==> src/rtl/packet_sum_accumulator_if.sv <==
// Operand stream in, packet-result stream out, for packet_sum_accumulator.
// The slave modport is the accumulator's view and the master modport is the surrounding logic's view.
interface packet_sum_accumulator_if #(
   parameter int N     = 8,
   parameter int CNT_W = 4
);
   logic             in_valid;
   logic             in_ready;
   logic [N-1:0]     in_data;
   logic             in_last;
   logic             out_valid;
   logic             out_ready;
   logic [N-1:0]     sum;
   logic             overflow;
   logic [CNT_W-1:0] count;

   modport slave (
      input  in_valid, in_data, in_last, out_ready,
      output in_ready, out_valid, sum, overflow, count
   );

   modport master (
      output in_valid, in_data, in_last, out_ready,
      input  in_ready, out_valid, sum, overflow, count
   );
endinterface

==> src/rtl/packet_sum_accumulator.sv <==
// Accumulates operands of a packet through a recursive ripple full_adder and
// presents the packet sum, a sticky carry-overflow flag and a saturating beat count.
module full_adder #(
   parameter int N = 8
) (
   input  logic [N-1:0] A,
   input  logic [N-1:0] B,
   input  logic         C_in,
   output logic [N-1:0] S,
   output logic         C_out
);
   generate
      if (N == 1) begin : g_bit
         assign S     = A ^ B ^ C_in;
         assign C_out = (A[0] & B[0]) | (C_in & (A[0] ^ B[0]));
      end else begin : g_split
         localparam int H = N / 2;
         logic c_mid;

         full_adder #(.N(H)) u_lo (
            .A     (A[H-1:0]),
            .B     (B[H-1:0]),
            .C_in  (C_in),
            .S     (S[H-1:0]),
            .C_out (c_mid)
         );

         full_adder #(.N(N-H)) u_hi (
            .A     (A[N-1:H]),
            .B     (B[N-1:H]),
            .C_in  (c_mid),
            .S     (S[N-1:H]),
            .C_out (C_out)
         );
      end
   endgenerate
endmodule

module packet_sum_accumulator #(
   parameter int N     = 8,
   parameter int CNT_W = 4
) (
   input  logic                        clk,
   input  logic                        rst,
   input  logic                        clear,
   packet_sum_accumulator_if.slave     bus
);
   typedef enum logic {ACC, HOLD} state_t;

   state_t           state_q, state_d;
   logic [N-1:0]     acc_q, acc_d;
   logic             ovf_q, ovf_d;
   logic [CNT_W-1:0] cnt_q, cnt_d;

   logic [N-1:0]     add_s;
   logic             add_c;
   logic             beat;

   full_adder #(.N(N)) u_add (
      .A     (acc_q),
      .B     (bus.in_data),
      .C_in  (1'b0),
      .S     (add_s),
      .C_out (add_c)
   );

   assign beat = bus.in_valid && (state_q == ACC);

   always_comb begin
      state_d = state_q;
      acc_d   = acc_q;
      ovf_d   = ovf_q;
      cnt_d   = cnt_q;
      // clear beats both a concurrent beat and a concurrent output handshake
      if (clear) begin
         state_d = ACC;
         acc_d   = '0;
         ovf_d   = 1'b0;
         cnt_d   = '0;
      end else begin
         case (state_q)
            ACC: begin
               if (beat) begin
                  acc_d = add_s;
                  ovf_d = ovf_q | add_c;
                  cnt_d = (cnt_q == {CNT_W{1'b1}}) ? cnt_q : cnt_q + CNT_W'(1);
                  if (bus.in_last) state_d = HOLD;
               end
            end
            HOLD: begin
               if (bus.out_ready) begin
                  state_d = ACC;
                  acc_d   = '0;
                  ovf_d   = 1'b0;
                  cnt_d   = '0;
               end
            end
            default: state_d = ACC;
         endcase
      end
   end

   always_ff @(posedge clk) begin
      if (rst) begin
         state_q <= ACC;
         acc_q   <= '0;
         ovf_q   <= 1'b0;
         cnt_q   <= '0;
      end else begin
         state_q <= state_d;
         acc_q   <= acc_d;
         ovf_q   <= ovf_d;
         cnt_q   <= cnt_d;
      end
   end

   // Handshake outputs come from state alone, so there is no combinational input-to-output path
   assign bus.in_ready  = (state_q == ACC);
   assign bus.out_valid = (state_q == HOLD);
   assign bus.sum       = acc_q;
   assign bus.overflow  = ovf_q;
   assign bus.count     = cnt_q;
endmodule

==> src/flat_wrapper.sv <==
// flat-port wrapper written by rule: the top's interface ports become plain ports
module packet_sum_accumulator_flat 
#(
   parameter int N     = 8,
   parameter int CNT_W = 4
)
  (clk, rst, clear, bus_in_valid, bus_in_data, bus_in_last, bus_out_ready, bus_in_ready, bus_out_valid, bus_sum, bus_overflow, bus_count);
  packet_sum_accumulator_if #(.N(N), .CNT_W(CNT_W)) bus_i ();
  input  logic clk;
  input  logic rst;
  input  logic clear;
  input wire logic [$bits(bus_i.in_valid)-1:0] bus_in_valid;
  input wire logic [$bits(bus_i.in_data)-1:0] bus_in_data;
  input wire logic [$bits(bus_i.in_last)-1:0] bus_in_last;
  input wire logic [$bits(bus_i.out_ready)-1:0] bus_out_ready;
  output wire logic [$bits(bus_i.in_ready)-1:0] bus_in_ready;
  output wire logic [$bits(bus_i.out_valid)-1:0] bus_out_valid;
  output wire logic [$bits(bus_i.sum)-1:0] bus_sum;
  output wire logic [$bits(bus_i.overflow)-1:0] bus_overflow;
  output wire logic [$bits(bus_i.count)-1:0] bus_count;
  assign bus_i.in_valid = bus_in_valid;
  assign bus_i.in_data = bus_in_data;
  assign bus_i.in_last = bus_in_last;
  assign bus_i.out_ready = bus_out_ready;
  assign bus_in_ready = bus_i.in_ready;
  assign bus_out_valid = bus_i.out_valid;
  assign bus_sum = bus_i.sum;
  assign bus_overflow = bus_i.overflow;
  assign bus_count = bus_i.count;
  packet_sum_accumulator #(.N(N), .CNT_W(CNT_W)) u_core (.clk(clk), .rst(rst), .clear(clear), .bus(bus_i));
endmodule
==> config.mk <==
export PLATFORM = sky130hd
export DESIGN_NAME = packet_sum_accumulator_flat
export DESIGN_NICKNAME = d
export VERILOG_FILES = /design/src/rtl/packet_sum_accumulator_if.sv /design/src/rtl/packet_sum_accumulator.sv /design/src/flat_wrapper.sv
export SDC_FILE = /design/constraint.sdc
export NUM_CORES = 1
export LEC_CHECK = 0
export CORE_ASPECT_RATIO = 0.75
export CORE_MARGIN = 2
export CORE_UTILIZATION = 35
export CTS_BUF_LIST = sky130_fd_sc_hd__clkbuf_16
export DETAILED_ROUTE_END_ITERATION = 12
export GPL_TIMING_DRIVEN = 1
export MAX_ROUTING_LAYER = met4
export SKIP_LAST_GASP = 1
export SLEW_MARGIN = 30
export SYNTH_ARGS = -nofsm -noshare
export SYNTH_HDL_FRONTEND = slang
export SYNTH_SLANG_ARGS = --single-unit
==> constraint.sdc <==
create_clock -name clk -period 4 [get_ports clk]
set_input_delay 0.8 -clock clk [delete_from_list [all_inputs] [get_ports clk]]
set_output_delay 0.8 -clock clk [all_outputs]
set_load 0.05 [all_outputs]
== After elaboration in Yosys (flattened, before gate mapping) ==
Index checks and enable logic that the tools add are counted.

* Output and inout port bits: 15
* Bits of input ports: 14
* Word-level logic and storage cells: 66
* Bits in registers: 14

* Bitwise logic cells: 39
* Reduce and logical (&&, ||, !) cells: 4
* Eq/ne operators: 4
* Add/subtract/negate cells: 1
* Mux-type cells: 14

{| class="wikitable"
|+ Operators by type and width
! kind !! count
|-
| $mux 8 || 2
|-
| $pmux 8 s2 || 1
|-
| $and 1x1->1 || 15
|-
| $xor 1x1->1 || 15
|-
| $mux 4 || 3
|-
| $or 1x1->1 || 8
|-
| $pmux 4 s2 || 1
|-
| $mux 1 || 5
|-
| $add 4x1->4 const B || 1
|-
| $eq 4x4->1 const B || 1
|-
| $ne 2x2->1 const B || 2
|-
| $pmux 1 s2 || 2
|-
| $reduce_and 3->1 || 1
|-
| $ne 2x1->1 const B || 1
|-
| $reduce_and 2->1 || 1
|-
| $reduce_or 2->1 || 1
|-
| $logic_and 1x1->1 || 1
|-
| $not 1->1 || 1
|}

== Longest topological paths before layout ==
Gate-level depths: netlist of the first run.

* Depth in word-level cells: 18
* Gate-level depth with buffers: 12
* Mapped depth without buffers: 12

== Cells and area by module ==
From an unflattened synthesis of the first run, not the netlist that was laid out.

* Cells, all modules: 70
* Area, all modules: 757.0 sq um

{| class="wikitable"
|+ By module, submodules not included
! module !! instances !! area an instance (sq um) !! cells an instance !! sequential area each (sq um)
|-
| packet_sum_accumulator || 1 || 596.8 || 62 || 280.3
|-
| full_adder (u_core.u_add.g_split.u_hi.g_split.u_hi.g_split.u_hi ...) || 8 || 20.0 || 1 || 0.0
|}

== Least setup slack after synthesis of the first run ==
Ideal clock, no wire load.

* Path kind: input -> register
* Start: in bus_in_data[0]
* End: reg u_core.acc_q[7] (netlist: u_core.bus.sum[7])
* Slack: 0.416 ns
* Buffers on the path: 0
* Required time: 3.872 ns
* Arrival: 3.456 ns
* Library setup time: 0.128 ns
* Stages on the path: 12
* Cells stage by stage: ha_1 -> inv_1 -> fa_1 -> fa_1 -> fa_1 -> fa_1 -> inv_1 -> fa_1 -> fa_1 -> fa_1 -> a22oi_1 -> nor2_1

* Word-level cells in the longest chain between the ends: 16

{| class="wikitable"
|+ Ends and longest elaborated chain
! item !! line !! text
|-
| start: declaration || flat_wrapper.sv:13 || <nowiki>input wire logic [$bits(bus_i.in_data)-1:0] bus_in_data;</nowiki>
|-
| $and 1x1->1 (2 in series) || packet_sum_accumulator.sv:15 || <nowiki>assign C_out = (A[0] & B[0]) | (C_in & (A[0] ^ B[0]));</nowiki>
|-
| $or 1x1->1 || packet_sum_accumulator.sv:15 ||
|-
| $and 1x1->1 || packet_sum_accumulator.sv:15 ||
|-
| $or 1x1->1 || packet_sum_accumulator.sv:15 ||
|-
| $and 1x1->1 || packet_sum_accumulator.sv:15 ||
|-
| $or 1x1->1 || packet_sum_accumulator.sv:15 ||
|-
| $and 1x1->1 || packet_sum_accumulator.sv:15 ||
|-
| $or 1x1->1 || packet_sum_accumulator.sv:15 ||
|-
| $and 1x1->1 || packet_sum_accumulator.sv:15 ||
|-
| $or 1x1->1 || packet_sum_accumulator.sv:15 ||
|-
| $and 1x1->1 || packet_sum_accumulator.sv:15 ||
|-
| $or 1x1->1 || packet_sum_accumulator.sv:15 ||
|-
| $xor 1x1->1 || packet_sum_accumulator.sv:14 || <nowiki>assign S = A ^ B ^ C_in;</nowiki>
|-
| $mux 8 || packet_sum_accumulator.sv:83 || <nowiki>if (beat) begin</nowiki>
|-
| $pmux 8 s2 || packet_sum_accumulator.sv:81 || <nowiki>case (state_q)</nowiki>
|-
| end signal: assignment || packet_sum_accumulator.sv:106 || <nowiki>acc_q <= '0;</nowiki>
|-
| end signal: assignment || packet_sum_accumulator.sv:111 || <nowiki>acc_q <= acc_d;</nowiki>
|-
| end: declaration || packet_sum_accumulator.sv:51 || <nowiki>logic [N-1:0] acc_q, acc_d;</nowiki>
|}

Every way passes these cells. The select of a mux whose other input is x is not followed.
A chain may end at the register's enable or synchronous reset.

== Worst setup path in the final report of the first run ==
Same ends and word-level chain as after synthesis.

==> impl_metrics.json, run 1 <==
{
  "synthDistinctLibCells": 26,
  "powerDensity_nw_per_um2": 357,
  "syn_inst": 87,
  "dpl-instance-area_sq_um": 1070,
  "clk_pin_slew_ns": 0.05,
  "avgSynthCellArea_sq_um": 9.58,
  "seq_area_sq_um": 280,
  "die_area_sq_um": 2790,
  "drt-total-wl_microns": 1710,
  "row_count": 15,
  "yosys_warnings": 0,
  "synth_nets": 110,
  "fin_nets": 131,
  "viasPerCell": 4.63,
  "p_leak_nw": 0.433,
  "gp_congestion": 0.731,
  "grt_pass1_wl_microns": 2790,
  "cts_sinks": 14,
  "synth-edff-count": 0,
  "hold_path_end": "u_core.bus.overflow",
  "drc": 0,
  "fin_crit_sh_pct": 98.2,
  "cp-start-kind": "input pin",
  "path_max_fanout": 1,
  "hold_path_depth": 2,
  "place_inst": 137,
  "final_util_pct": 51.0,
  "min_path_type": "flop to flop",
  "required_ns": 4.11,
  "avgRoutedWirePerCell_microns": 12.1,
  "postCtsSetupBuffers": 0,
  "synth_area_leader_cell": "dfxtp_1",
  "antennaDiodeCount": 0,
  "synth_flop_cell": "dfxtp_1",
  "die_y_microns": 46.3,
  "antenna_found_initial": 0,
  "area_delta_synth_final_pct": 39.0,
  "end_kind": "flop",
  "layout-drive-gt1-share_pct": 5.61,
  "io_pins": 29,
  "setup_tns_ns": 0,
  "finalHoldViolCount": 0,
  "setup.worst_path.class": "input pin to flop",
  "status": "complete, no violations",
  "cts-buffers-inserted": 3,
  "dr.pass1.iters": 4,
  "grt_overflow": 0,
  "multi_input_area_sq_um": 435,
  "relSlewSlack_pct": 49.1,
  "synth_top_area_share_pct": 33.6,
  "ir_drop_mv": 0.242,
  "drtIter0Drc": 13,
  "fin_area_sq_um": 1160,
  "period_needed_ns": 3.93,
  "r2r_end": "u_core.bus.sum[7]",
  "instances_no_fill": 141,
  "cts_tree": "yes",
  "setup_viol": 0,
  "syn-cell-area_sq_um": 833,
  "antenna_left": 0,
  "r2r_start": "u_core.bus.sum[0]",
  "synth_area_leaders": "dfxtp_1 34%, fa_1 17%, buf_4 7.2%",
  "core_sq_um": 2270,
  "fin_skew_ns": 0.00533,
  "initial_core_util_pct": 36.7,
  "synth_seq_area_share_pct": 33.6,
  "synth_seq_cells": 14,
  "rrSetupSlack_ns": 0.73,
  "cts_hold_buf": 0,
  "fillers": 210,
  "die_x_microns": 60.3,
  "async_reset_ff_share_pct": 0,
  "worstMarginPinSlew_ns": 0.742,
  "dp_hpwl_microns": 1230,
  "hp-start": "u_core.bus.overflow",
  "grt_max_degree": 15,
  "critPathArrivalTime_ns": 4.04,
  "cts_max_level": 1,
  "rr_worst_depth": 12,
  "cap_violations": 0,
  "vias": 653,
  "cts-resized-gates": 0,
  "io_buffers": 28,
  "finalMaxSlewViolations": 0,
  "max_freq_ghz": 0.255,
  "clk_root_buffer_cell": "clkbuf_16",
  "ctsLongestPathBuffers": 2,
  "track_usage_pct": 14.5,
  "grt_pass1_vias": 594,
  "insertion_delay_ns": 0.24
}
-- worst max-delay path, cell delays in order --
cell             delay, ns
clkdlybuf4s50_1       0.47
ha_1                  0.14
inv_1                 0.04
fa_1                  0.38
fa_1                  0.39
fa_1                  0.40
fa_2                  0.35
inv_1                 0.07
fa_1                  0.17
fa_1                  0.18
fa_1                  0.43
a22oi_2               0.18
nor2_1                0.05
-- cells in the mapped netlist, types with 2 or more instances --
cell type  instances
a22oi_1            5
a2bb2oi_1          5
buf_4              8
o211ai_1           3
ha_1               2
or3_1              2
dfxtp_1           14
nand3_1            2
clkbuf_1           2
nor2_1            10
inv_1             11
a21oi_1            3
fa_1               7
-- registers in the layout, indices dropped and copies added, names as in the netlist --
name / flops
u_core.bus.out_valid: 1
u_core.bus.overflow: 1
u_core.bus.sum: 8
u_core.bus.count: 4
-- metrics by stage --
stage | power [W] | hold WS (ns) | setup WS [ns]
floorplan | 0.000203 | 0.479 | 0.416
global placement | 0.000225 | 0.484 | -0.131
detailed placement | 0.000226 | 0.493 | -0.146
CTS | 0.000416 | 0.514 | 0.0553
global route | 0.000435 | 0.540 | -0.0301
finish | 0.000413 | 0.508 | 0.0722
-- layout make-up --
cell class | instances | share of cell area, %
sequential | 14 | 24.2
clock buffer | 3 | 6.48
clock inverter | 1 | 0.324
timing repair buffer | 28 | 24.2
tap | 34 | 3.67
inverter | 11 | 3.56
multi-input combinational | 50 | 37.6
-- metal layers --
metal	up-vias	GRT usage [%]	wire length, microns
met5	-	-	0
met4	0	5.33	19
met3	2	4.49	63
met2	11	21.7	843
met1	315	18.5	786
li1	325	-	-
-- cells by family (layout without fill, tap and decap cells) --
| group | after synthesis | after routing | synth area share, % |
|---|---|---|---|
| AO/OA/AOI/OAI | 18 | 18 | 16.8 |
| adder cells (fa/ha/maj) | 9 | 9 | 19.8 |
| buffers and inverters | 23 | 43 | 15.0 |
| flip-flops | 14 | 14 | 33.6 |
| multiplexers | 1 | 1 | 1.20 |
| AND/OR/NAND/NOR | 22 | 22 | 13.5 |
-- layout by cell type (no fill, tap or decap), drive strengths merged, types with 2 or more instances in the layout --
master         netlist  layout
nor2                10      10
ha                   2       2
or3                  2       2
fa                   7       7
o211ai               3       3
a2bb2oi              5       5
a22oi                5       5
a21oi                3       3
clkdlybuf4s50        0      28
clkbuf               2       3
inv                 11      11
nand3                2       2
dfxtp               14      14
-- where the power goes --
part / leakage (nW) / internal [W] / switching [W] / total (W)
combinational: 0.280 / 0.0000353 / 0.0000406 / 0.0000760
clock: 0.0385 / 0.000132 / 0.0000562 / 0.000188
sequential: 0.114 / 0.000144 / 0.00000456 / 0.000149
total: 0.433 / 0.000312 / 0.000101 / 0.000413
-- worst max path at each step --
stage,startpoint,end,slack [ns],cells past startpoint
6_report,bus_in_data[0],u_core.bus.sum[7],0.07,13
5_1_grt,bus_in_data[0],u_core.bus.sum[7],-0.03,13
4_1_cts,bus_in_data[0],u_core.bus.sum[7],0.06,13
3_5_place_dp,bus_in_data[0],u_core.bus.sum[7],-0.15,13
3_3_place_gp,bus_in_data[0],u_core.bus.sum[7],-0.13,13
2_1_floorplan,bus_in_data[0],u_core.bus.sum[7],0.42,12
Note: power is estimated with default switching activity, not from simulation.
==> run 2, diff against run 1 <==
--- a/config.mk
+++ b/config.mk
@@ -6,9 +6,9 @@
 export NUM_CORES = 1
 export LEC_CHECK = 0
 export CORE_ASPECT_RATIO = 0.75
-export CORE_MARGIN = 2
 export CORE_UTILIZATION = 35
 export CTS_BUF_LIST = sky130_fd_sc_hd__clkbuf_16
+export CTS_CLUSTER_SIZE = 8
 export DETAILED_ROUTE_END_ITERATION = 12
 export GPL_TIMING_DRIVEN = 1
 export MAX_ROUTING_LAYER = met4
==> impl_metrics.json, run 2 (same netlist as run 1, synthesis figures left out) <==
{
  "grt_pass1_wl_microns": 2910,
  "viasPerCell": 4.69,
  "io_buffers": 28,
  "cts_sinks": 14,
  "fin_crit_sh_pct": 96.7,
  "hold_path_depth": 2,
  "grt_max_degree": 15,
  "die_area_sq_um": 2580,
  "dr.pass1.iters": 4,
  "preCtsSetupSlack_ns": -0.162,
  "fin_skew_ns": 0.00350,
  "path_max_fanout": 1,
  "powerDensity_nw_per_um2": 357,
  "cp-start-kind": "input pin",
  "vias": 652,
  "mostFrequentLayoutCell": "clkdlybuf4s50_1",
  "antenna_found_initial": 0,
  "clk_root_buffer_cell": "clkbuf_16",
  "area_delta_synth_final_pct": 38.1,
  "antenna_left": 0,
  "r2r_start": "u_core.bus.sum[0]",
  "cap_violations": 0,
  "min_path_type": "flop to flop",
  "initial_core_util_pct": 39.3,
  "largest_register_ffs": 8,
  "io_pins": 29,
  "row_count": 14,
  "setup_tns_ns": 0,
  "hold_path_end": "u_core.bus.overflow",
  "die_x_microns": 58.3,
  "cts_tree": "yes",
  "avgRoutedWirePerCell_microns": 12.0,
  "critPathArrivalTime_ns": 3.98,
  "dp_hpwl_microns": 1210,
  "final_cell_mix": "28 x clkdlybuf4s50_1, 14 x dfxtp_1, 11 x inv_1, 10 x nor2_1, 6 x fa_1",
  "clk_pin_slew_ns": 0.04,
  "status": "complete, no violations",
  "r2r_end": "u_core.bus.sum[7]",
  "drtIter0Drc": 22,
  "track_usage_pct": 16.1,
  "grt_use_met3_pct": 6.73,
  "drc": 0,
  "insertion_delay_ns": 0.24,
  "end_kind": "flop",
  "grt_pass1_vias": 623,
  "max_freq_ghz": 0.259,
  "ctsLongestPathBuffers": 2,
  "core_sq_um": 2120,
  "grt_setup_unrepaired": "false",
  "rrSetupSlack_ns": 0.80,
  "period_needed_ns": 3.87,
  "grt_use_met2_pct": 21.6,
  "rr_worst_depth": 12,
  "ir_drop_mv": 0.248,
  "antennaDiodeCount": 0,
  "gp_congestion": 0.691,
  "timing.final.ws_setup_ns": 0.134,
  "cts_max_level": 1,
  "finalHoldViolCount": 0,
  "layout-drive-gt1-share_pct": 4.67,
  "grt_overflow": 0,
  "cts-buffers-inserted": 3,
  "p_leak_nw": 0.432,
  "hp-start": "u_core.bus.overflow",
  "relSlewSlack_pct": 47.2,
  "worstMarginPinSlew_ns": 0.770,
  "die_y_microns": 44.3,
  "finalMaxSlewViolations": 0,
  "top_usage_layer": "met2",
  "drt-total-wl_microns": 1670,
  "setup.worst_path.class": "input pin to flop",
  "required_ns": 4.11,
  "setup_viol": 0,
  "met1_usage_pct": 21.6,
  "fin_nets": 131
}
run 2: how the worst max path moves through the flow:
stage | from | to | slack (ns) | cells after the start
finish | bus_in_data[0] | u_core.bus.sum[7] | 0.13 | 13
global route | bus_in_data[0] | u_core.bus.sum[7] | 0.01 | 13
CTS | bus_in_data[0] | u_core.bus.sum[7] | 0.08 | 13
detailed placement | bus_in_data[0] | u_core.bus.sum[7] | -0.16 | 13
global placement | bus_in_data[0] | u_core.bus.sum[7] | -0.18 | 13
floorplan | bus_in_data[0] | u_core.bus.sum[7] | 0.42 | 12
run 2: metrics by stage:
step	utilization (%)	hold WS [ns]	area [sq um]	cells	power [W]
after floorplan	-	0.479	833	87	0.000203
after global placement	50.5	0.486	1070	135	0.000224
after detailed placement	50.5	0.495	1070	135	0.000225
after CTS	54.2	0.510	1150	139	0.000417
after global routing	54.3	0.539	1150	139	0.000433
final	54.3	0.506	1150	139	0.000411
run 2: repair_timing:
item / CTS / global route
hold buffers: 0 / 0
setup buffers: 0 / 0
gates resized for setup: 0 / 1
setup endpoints to repair: 0 / 1
run 2: layout make-up:
class,instances,area (sq um)
Clock buffer,3,75.1
Clock inverter,1,3.75
Fill cell,201,968
Inverter,11,41.3
Multi-Input combinational cell,50,430
Sequential cell,14,280
Tap cell,32,40.0
Timing Repair Buffer,28,280
run 2: where the power goes:
| part | switching (W) | internal (W) | leakage, nW |
|---|---|---|---|
| clock network | 0.0000562 | 0.000132 | 0.0385 |
| registers | 0.00000446 | 0.000144 | 0.114 |
| logic | 0.0000396 | 0.0000344 | 0.280 |
| total | 0.000100 | 0.000311 | 0.432 |
run 2: per-layer routing:
| metal | part of all wire (%) | vias up |
|---|---|---|
| li1 | - | 323 |
| met5 | 0 | - |
| met1 | 50 | 308 |
| met2 | 43 | 17 |
| met4 | 1.3 | 0 |
| met3 | 6.3 | 4 |
run 2: critical path, cell delays in order:
cell and delay [ns]:
clkdlybuf4s50_1 0.47, ha_1 0.14, inv_1 0.04, fa_1 0.37
fa_1 0.39, fa_2 0.35, fa_1 0.36, inv_1 0.07
fa_1 0.17, fa_1 0.18, fa_1 0.41, a22oi_1 0.17
nor2_1 0.05
